## config.mk

```make
export PLATFORM = sky130hd
export DESIGN_NAME = write_buffer
export DESIGN_NICKNAME = d
export VERILOG_FILES = /design/src/rtl/buf_pkg.sv /design/src/rtl/wbuf_slot_dec.sv /design/src/rtl/write_buffer.sv
export SDC_FILE = /design/constraint.sdc
export NUM_CORES = 1
export LEC_CHECK = 0
export CORE_AREA = 2 2 234 236
export DETAILED_ROUTE_END_ITERATION = 8
export DIE_AREA = 0 0 236 238
export PLACE_DENSITY = 0.66
export SETUP_SLACK_MARGIN = 0.5
export SYNTH_ARGS = -nofsm -noshare
export SYNTH_HDL_FRONTEND = slang
export SYNTH_SLANG_ARGS = --single-unit
```

## constraint.sdc

```tcl
create_clock -name clk -period 3.7 [get_ports clk]
set_input_delay 0.74 -clock clk [delete_from_list [all_inputs] [get_ports clk]]
set_output_delay 0.74 -clock clk [all_outputs]
set_load 0.02 [all_outputs]
```

## src/rtl/buf_pkg.sv

```systemverilog
// Shared line-buffer definitions: default widths, write-buffer state encoding and
// the MSB-first lane placement used by both the read and write buffers.
package buf_pkg;

  localparam int DEF_FULL_WIDTH = 512;
  localparam int DEF_WIDTH      = 64;
  localparam int DEF_MAX_ELEMS  = DEF_FULL_WIDTH / DEF_WIDTH;

  typedef enum logic [1:0] {
    ST_EMPTY = 2'd0,
    ST_FILL  = 2'd1,
    ST_WRITE = 2'd2
  } wbuf_state_t;

  // Slot 0 occupies the most significant lane of the line.
  function automatic int lane_lo(input int slot, input int full_w, input int w);
    return full_w - (slot + 1) * w;
  endfunction

endpackage

```

## src/rtl/wbuf_slot_dec.sv

```systemverilog
// One-hot slot write enable from the write pointer and the accept strobe.
module wbuf_slot_dec #(
  parameter int N = 8
) (
  input  logic [7:0]   ptr,
  input  logic         en,
  output logic [N-1:0] we
);

  always_comb begin
    we = '0;
    for (int k = 0; k < N; k++) begin
      we[k] = en && (ptr == 8'(k));
    end
  end

endmodule

```

## src/rtl/write_buffer.sv

```systemverilog
// Collects WIDTH-bit elements into one FULL_WIDTH line and issues a masked wide write.
// Optional WBUF_AUTOFLUSH_EN: a line closes by itself once its last slot is written.
module write_buffer
  import buf_pkg::*;
#(
  parameter int FULL_WIDTH = DEF_FULL_WIDTH,
  parameter int WIDTH      = DEF_WIDTH
) (
  input  logic                              clk,
  input  logic                              rst,
  input  logic                              start,
  input  logic [7:0]                        base,
  input  logic                              in_valid,
  output logic                              in_ready,
  input  logic [WIDTH-1:0]                  in_data,
  input  logic                              flush,
  output logic                              wvalid,
  input  logic                              wready,
  output logic [FULL_WIDTH-1:0]             wdata,
  output logic [(FULL_WIDTH/WIDTH)-1:0]     wmask,
  output logic                              busy,
  output logic [1:0]                        dbg_state
);

  localparam int MAX_ELEMS = FULL_WIDTH / WIDTH;

`ifdef WBUF_AUTOFLUSH_EN
  localparam bit AUTOFLUSH = 1'b1;
`else
  localparam bit AUTOFLUSH = 1'b0;
`endif

  // Handshakes: an element moves when in_valid & in_ready on a rising edge; the line
  // moves when wvalid & wready. wvalid, wdata and wmask are held until that handshake.

  wbuf_state_t          state, state_next;
  logic [7:0]           wrptr, wrptr_next;
  logic [7:0]           base_eff;
  logic [7:0]           eff_ptr;
  logic                 accept;
  logic                 last_hit;
  logic                 line_clear;
  logic [MAX_ELEMS-1:0] slot_we;
  logic [MAX_ELEMS-1:0] wmask_q;
  logic [WIDTH-1:0]     slot_q [MAX_ELEMS];

  assign base_eff = (base >= 8'(MAX_ELEMS)) ? 8'd0 : base;
  // A start in EMPTY redirects an element accepted in the same cycle to the new base.
  assign eff_ptr  = (state == ST_EMPTY && start) ? base_eff : wrptr;
  assign in_ready = (state != ST_WRITE) && (wrptr < 8'(MAX_ELEMS));
  assign accept   = in_valid && in_ready;
  assign last_hit = accept && (eff_ptr == 8'(MAX_ELEMS - 1));

  assign wvalid    = (state == ST_WRITE);
  assign busy      = (state != ST_EMPTY);
  assign wmask     = wmask_q;
  assign dbg_state = state;

  wbuf_slot_dec #(.N(MAX_ELEMS)) u_slot_dec (
    .ptr (eff_ptr),
    .en  (accept),
    .we  (slot_we)
  );

  always_ff @(posedge clk) begin
    if (rst) begin
      state <= ST_EMPTY;
      wrptr <= 8'd0;
    end else begin
      state <= state_next;
      wrptr <= wrptr_next;
    end
  end

  always_comb begin
    state_next = state;
    wrptr_next = wrptr;
    line_clear = 1'b0;
    case (state)
      ST_EMPTY: begin
        if (start) wrptr_next = base_eff;
        if (accept) begin
          wrptr_next = eff_ptr + 8'd1;
          state_next = (AUTOFLUSH && last_hit) ? ST_WRITE : ST_FILL;
        end
      end
      ST_FILL: begin
        if (accept) wrptr_next = eff_ptr + 8'd1;
        if (flush || (AUTOFLUSH && last_hit)) state_next = ST_WRITE;
      end
      ST_WRITE: begin
        if (wready) begin
          state_next = ST_EMPTY;
          wrptr_next = 8'd0;
          line_clear = 1'b1;
        end
      end
      default: state_next = ST_EMPTY;
    endcase
  end

  always_ff @(posedge clk) begin
    if (rst || line_clear) begin
      wmask_q <= '0;
      for (int k = 0; k < MAX_ELEMS; k++) slot_q[k] <= '0;
    end else begin
      for (int k = 0; k < MAX_ELEMS; k++) begin
        if (slot_we[k]) begin
          slot_q[k]                 <= in_data;
          wmask_q[MAX_ELEMS-1-k]    <= 1'b1;
        end
      end
    end
  end

  always_comb begin
    wdata = '0;
    for (int k = 0; k < MAX_ELEMS; k++) begin
      wdata[lane_lo(k, FULL_WIDTH, WIDTH) +: WIDTH] = slot_q[k];
    end
  end

endmodule

```

# == Yosys cells after proc, flatten, opt, wreduce, memory -nomap -nowiden ==
# Memory sizes are Yosys's and may differ from the RTL's.
# Cells that the tools add are included.
# op_classes
eq_ne,15
reduce_logical,18
n_mux,47
bitwise,8
n_addsub,1
n_lt_le_gt_ge,2
# ops
cell,n
two-way mux 64 bit,8
two-way mux 8 bit,6
"equality test 8 x 3 -> 1 bit, second input constant",4
two-way mux 1 bit,28
one-hot mux 8 bit (3 select lines),1
"equality test 8 x 2 -> 1 bit, second input constant",2
logical AND 1 bit,11
"adder 8 x 1 -> 8 bit, second input constant",1
"equality test 8 x 1 -> 1 bit, second input constant",1
">= comparator 8 x 4 -> 1 bit, second input constant",1
zero test 8 bit,1
"< comparator 8 x 4 -> 1 bit, second input constant",1
"inequality test 2 bit, second input constant",4
bitwise OR 1 bit,8
two-way mux 2 bit,3
one-hot mux 2 bit (3 select lines),1
AND reduction 4 bit,1
"inequality test 3 bit, second input constant",1
AND reduction 3 bit,1
nonzero test 3 bit,1
"equality test 2 x 1 -> 1 bit, second input constant",1
"equality test 2 bit, second input constant",1
zero test 2 bit,1
"inequality test 2 x 1 -> 1 bit, second input constant",1
2 further kinds,2
# word_totals
output_inout_bits,525
ramBits,512
ff_bits,18
mem_count,1
in_bits,78
elab_cells,102
# mem_list
name,words,width,read_ports,rd_clocked_by_memory_dff,write_ports,line,text
slot_q,8,64,8,0,8,write_buffer.sv:45,logic [WIDTH-1:0] slot_q [MAX_ELEMS];

# == Depth between registers and ports, before layout ==
# depth
depth_word,9
ltp_mapped,11
depth_no_buf,10

# == By module ==
# Synthesis repeated with hierarchy kept, for this count alone.
# unflattened
hier_cells,1179
hier_area_um2,19643.8
# by_module_without_submodules
mod,seq_area_each_um2,instances,cells_per_inst,area_each_um2
write_buffer,15735.1,1,1164,19546.2
wbuf_slot_dec,0.0,1,15,97.6

# == Least setup slack after synthesis ==
# Ideal clock, no wire load.
# synth_timing
path_type,reg-to-reg
start,register state[0] (netlist: dbg_state[0])
end,"memory slot_q[1][100] (netlist name), enable pin"
arrival_time_ns,3.248
path_slack_ns,-0.236
path_stages_with_launch,11
setup_time_ns,0.688
n_path_buf,2
required_ns,3.012
cell_sequence,dfxtp_1 > inv_1 > ha_1 > and4bb_1 > a32oi_1 > inv_1 > ha_1 > nand3_1 > buf_2 > buf_6 > nand2_1
# synth_lines
item,line,text
"start, declared",write_buffer.sv:36,"wbuf_state_t state, state_next;"
"start signal, assigned",write_buffer.sv:70,state <= state_next;
"end, declared",write_buffer.sv:45,

# == Final worst setup path ==
# layout_timing
start,register state[0] (netlist: dbg_state[0])
end,output port in_ready
# layout_between
elab_chain_cells,2
# layout_rtl
item,line,text
inequality test 2 bit,write_buffer.sv:50,assign in_ready = (state != ST_WRITE) && (wrptr < 8'(MAX_ELEMS));
logical AND 1 bit,write_buffer.sv:50,
"end, declared",write_buffer.sv:14,"output logic in_ready,"
# No other way between the ends.

==> results.md <==
Drt:
- The total via count after detailed routing is 12160.
- The number of routed nets with antenna violations is 0.
- After detailed routing, the average wire length per cell comes to 22.24 microns.
- The post-route DRC violation count is 0.
- For this block, the routed nets add up to 57.41 mm of wire.
- The post-detailed-route via-to-cell ratio is 4.713.
- The first routing iteration left 893 violations.
- The pre-antenna-repair detailed-routing pass consisted of 4 iterations.

Synth:
- Each instance of the synthesized netlist takes up on average 15.57 sq um.
- The cell area that synthesis handed to floorplanning was 0.01876 sq mm.
- The instance count of the mapped netlist is 1205.
- The leading area contributor after synthesis is sky130_fd_sc_hd__edfxtp_1.
- After synthesis the netlist holds a flip-flop and latch count of 530.
- Ranked by total cell area, the synthesized netlist is headed by sky130_fd_sc_hd__edfxtp_1 (82%), sky130_fd_sc_hd__nor2_1 (7.9%), sky130_fd_sc_hd__dfxtp_1 (1.9%).
- Counting flops with a built-in enable in the synthesized netlist gives 512.
- Counting every net in the synthesized netlist gives 1292.
- The share of synthesized cell area in full adder, half adder and majority cells is 0.6002%.
- The synthesized netlist devotes 0.04668% of its cell area to XOR and XNOR gates.
- Counting flops with an async set or reset pin after synthesis yields a share of 0%.
- By area, the combinational part of the netlist is dominated by simple AND/OR/NAND/NOR gates.
- The proportion of synthesized area in mux cells is 0.1667%.
- Summing the areas of all compound-gate instances in the mapped netlist gives 1.020% of the synthesized area.
- The number of different library cells used by synthesis comes to 36.
- The most used standard cell by instance count after synthesis is sky130_fd_sc_hd__edfxtp_1.
- The sequential-to-total area share from yosys stat is 83.87%.
- The simple logic cell fraction of the synthesized area is 10.64%.
- The main flop type after synthesis is sky130_fd_sc_hd__edfxtp_1.
- In the synthesized netlist, the cells that appear most often are sky130_fd_sc_hd__edfxtp_1 (512), sky130_fd_sc_hd__nor2_1 (394), sky130_fd_sc_hd__nand2_1 (79).
- Yosys printed 0 warnings.
- In this run the biggest area consumer among cell types represents 81.95% of the synthesized area.

Timing:
- The max-slew headroom at the worst pin is 57.32%.
- The final number of hold-violating endpoints was 0.
- Setup repair after global routing left no endpoint under its margin.
- After layout, the worst setup slack is 806.9 ps.
- Clock skew on the completed layout was measured at 16.08 ps.
- The final number of max-transition violations was 0.
- For this run, the top clock speed supported by timing is 345.7 MHz.
- For the finished layout, the period the worst path requires is 2893 ps.
- In the final timing run, aggregate negative setup slack is 0 ps.
- Hold timing on the final database bottoms out at a slack of 460.0 ps.
- In the finished design, the share of the clock period the worst path needs comes to 78.19%.
- The total of endpoints with negative setup slack in the final report is 0.
- The transition time at the pin with the least slew margin is 640.2 ps.

Critical path:
- The startpoint kind of the worst setup timing path is a register.
- The critical path data arrival time is 2150 ps.
- The worst register-to-register path begins at dbg_state[0].
- The largest driver fanout on the critical path is 6.
- The data required time at the worst endpoint is 2960 ps.
- The terminus of the critical flop-to-flop path is slot_q[1][106].
- STA classifies the critical path endpoint as an output pin.
- The path type of the worst setup path is register to output pin.
- For flop-to-flop paths, the worst setup slack is 900 ps.
- Counting cells, the worst reg-to-reg path comes to 9.

Cells and area:
- In the final layout, the share of cells above drive strength 1 is 6.631%.
- The final-stage net count is 1926.
- The number of antenna diodes in the final layout is 0.
- The post-synthesis to final-layout area growth is 46.80%.

Clocking:
- The maximum buffer depth of the clock tree is 3.
- In this run the clock root is driven by a sky130_fd_sc_hd__clkbuf_16.
- The H-tree was split into 2 levels.
- Clock latency on the worst-skew pair, taken at its later pin, is 580 ps.
- The clock-pin slew of the registers on the worst-case setup and hold paths is 60 ps.
- The CTS sink count is 530.
- The post-CTS setup buffer count is 0.
- After clock tree synthesis, the flow added hold-fix buffers numbering 0.
- The number of gates resized after CTS was 1.
- The number of clock buffers added by TritonCTS is 54.
- The clock tree from TritonCTS is yes.

Pwr:
- The maximum vdd drop is 0.4374 mV.
- Combinational cells account for 26.4% of the total power.
- The sequential group share of total power is 44.2%.
- The analysis attributes to net switching a power of 5456 uW.
- The design draws 18060 uW.
- Power spread over the standard cell area amounts to 655.8 mW/mm^2.
- Of the total power, the share spent switching nets is 30.21%.
- The design internal power is 12610 uW.
- The clock power share is 29.4%.
- For this design the static power due to leakage is 0.01025 uW.

Floorplanning:
- For this configuration, the core starts out at a cell density of 35.07%.
- The boundary pin count is 603.
- After floorplanning, the core was sized to cover 0.05350 sq mm.
- Row generation in the floorplan step produced 85 rows.
- The die height is 238 microns.
- The die footprint is 0.05617 sq mm.
- The horizontal die dimension is 236 microns.

Min path:
- The source of the worst hold timing path is wmask[7].
- For hold timing, the worst endpoint is wmask[7].
- In this run the worst hold path is classified as register to register.
- The worst hold path stage count is 2.

Global routing:
- The total grt overflow is 0.
- The global routing usage summed across all routing layers is 19.81%.
- Entering global routing, the biggest net connects 66 pins.
- The number of antenna violations at the first check in global routing is 0.
- The first global-routing pass estimated 81.99 mm of wire.
- The number of global-route vias before repair is 12130.

Placed design:
- The routability congestion estimate from global placement is 0.8175.
- The detailed-placement wirelength estimate is 39.18 mm.
- Buffers placed on the I/O ports in this run total 602.
- OpenSTA, run right after detailed placement, puts the worst setup slack at 432.2 ps.

Job:
- The max-cap violation count is 0.

Status:
- The run finished with clean final reports.
-- layer usage --
metal / GRT usage [%] / share of wire (%)
met4: 7.759 / 3.8
met3: 5.252 / 8.1
met5: 0 / 0
met2: 34.29 / 51
met1: 23.63 / 37
-- logic make-up after synthesis --
group / after synthesis
xor+xnor: 1
flops: 530
compound gates: 27
simple gates: 505
buf+inv: 130
mux: 3
fa+ha+maj: 9
-- cells in the final DEF (no fill, tap or decap), types with 2 or more instances in the layout --
cell,count
sky130_fd_sc_hd__clkdlybuf4s50_1,601
sky130_fd_sc_hd__edfxtp_1,512
sky130_fd_sc_hd__nor2_1,394
sky130_fd_sc_hd__inv_1,78
sky130_fd_sc_hd__nand2_1,71
sky130_fd_sc_hd__clkbuf_16,54
sky130_fd_sc_hd__dfxtp_1,18
sky130_fd_sc_hd__buf_12,18
sky130_fd_sc_hd__clkbuf_1,15
sky130_fd_sc_hd__clkinv_1,13
sky130_fd_sc_hd__buf_4,10
sky130_fd_sc_hd__ha_1,9
sky130_fd_sc_hd__nand2_4,8
sky130_fd_sc_hd__clkinv_2,8
sky130_fd_sc_hd__nand3_1,6
sky130_fd_sc_hd__nand3_4,6
sky130_fd_sc_hd__a21oi_1,6
sky130_fd_sc_hd__a21boi_0,6
sky130_fd_sc_hd__o21ai_0,5
sky130_fd_sc_hd__and2_1,5
sky130_fd_sc_hd__bufinv_16,5
sky130_fd_sc_hd__nor2b_1,3
sky130_fd_sc_hd__nor3_1,3
sky130_fd_sc_hd__inv_6,3
sky130_fd_sc_hd__a32oi_1,2
sky130_fd_sc_hd__mux2i_1,2
sky130_fd_sc_hd__nand4_1,2
-- state kept, by name (all words and copies together), names as in the netlist --
name / flops
slot_q: 512
wrptr: 8
wmask: 8
dbg_state: 2
-- through the flow --
step	std cells	utilization [%]	cell area, sq um
2_1_floorplan	1205	-	18790
3_3_place_gp	2479	48.28	25830
3_5_place_dp	2479	48.28	25830
4_1_cts	2581	51.49	27540
5_1_grt	2581	51.49	27540
6_report	2581	51.49	27540
-- worst max-delay path: stages, from the launching register on --
cell and delay, ps:
sky130_fd_sc_hd__dfxtp_1 380, sky130_fd_sc_hd__inv_1 100, sky130_fd_sc_hd__ha_1 310, sky130_fd_sc_hd__nor2_1 210, sky130_fd_sc_hd__and2_1 190, sky130_fd_sc_hd__dlygate4sd2_1 380
-- power groups by stage --
stage / clock (uW) / combinational [uW] / sequential [uW]
floorplan: 0 / 1020 / 9280
global placement: 0 / 4750 / 8080
detailed placement: 0 / 4790 / 8110
CTS: 5410 / 4810 / 8000
global route: 5670 / 4970 / 8070
finish: 5310 / 4770 / 7980
-- final cells by class --
class,count,area (sq um)
clock inverter,33,309.0
fill,4460,25950
multi-input combinational,545,2467
inverter,78,292.8
sequential,530,15740
tap,696,870.8
timing repair buffer,630,6460
clock buffer,69,1408
-- worst max-delay path by stage --
stage,cells past startpoint,end,start
6_report,5,in_ready,dbg_state[0]
5_1_grt,5,in_ready,dbg_state[0]
4_1_cts,5,in_ready,dbg_state[0]
3_5_place_dp,9,slot_q[0][241],base[7]
3_3_place_gp,9,slot_q[0][241],base[7]
2_1_floorplan,5,slot_q[1][128],dbg_state[0]
No activity file was read; power rests on OpenSTA's default activity.
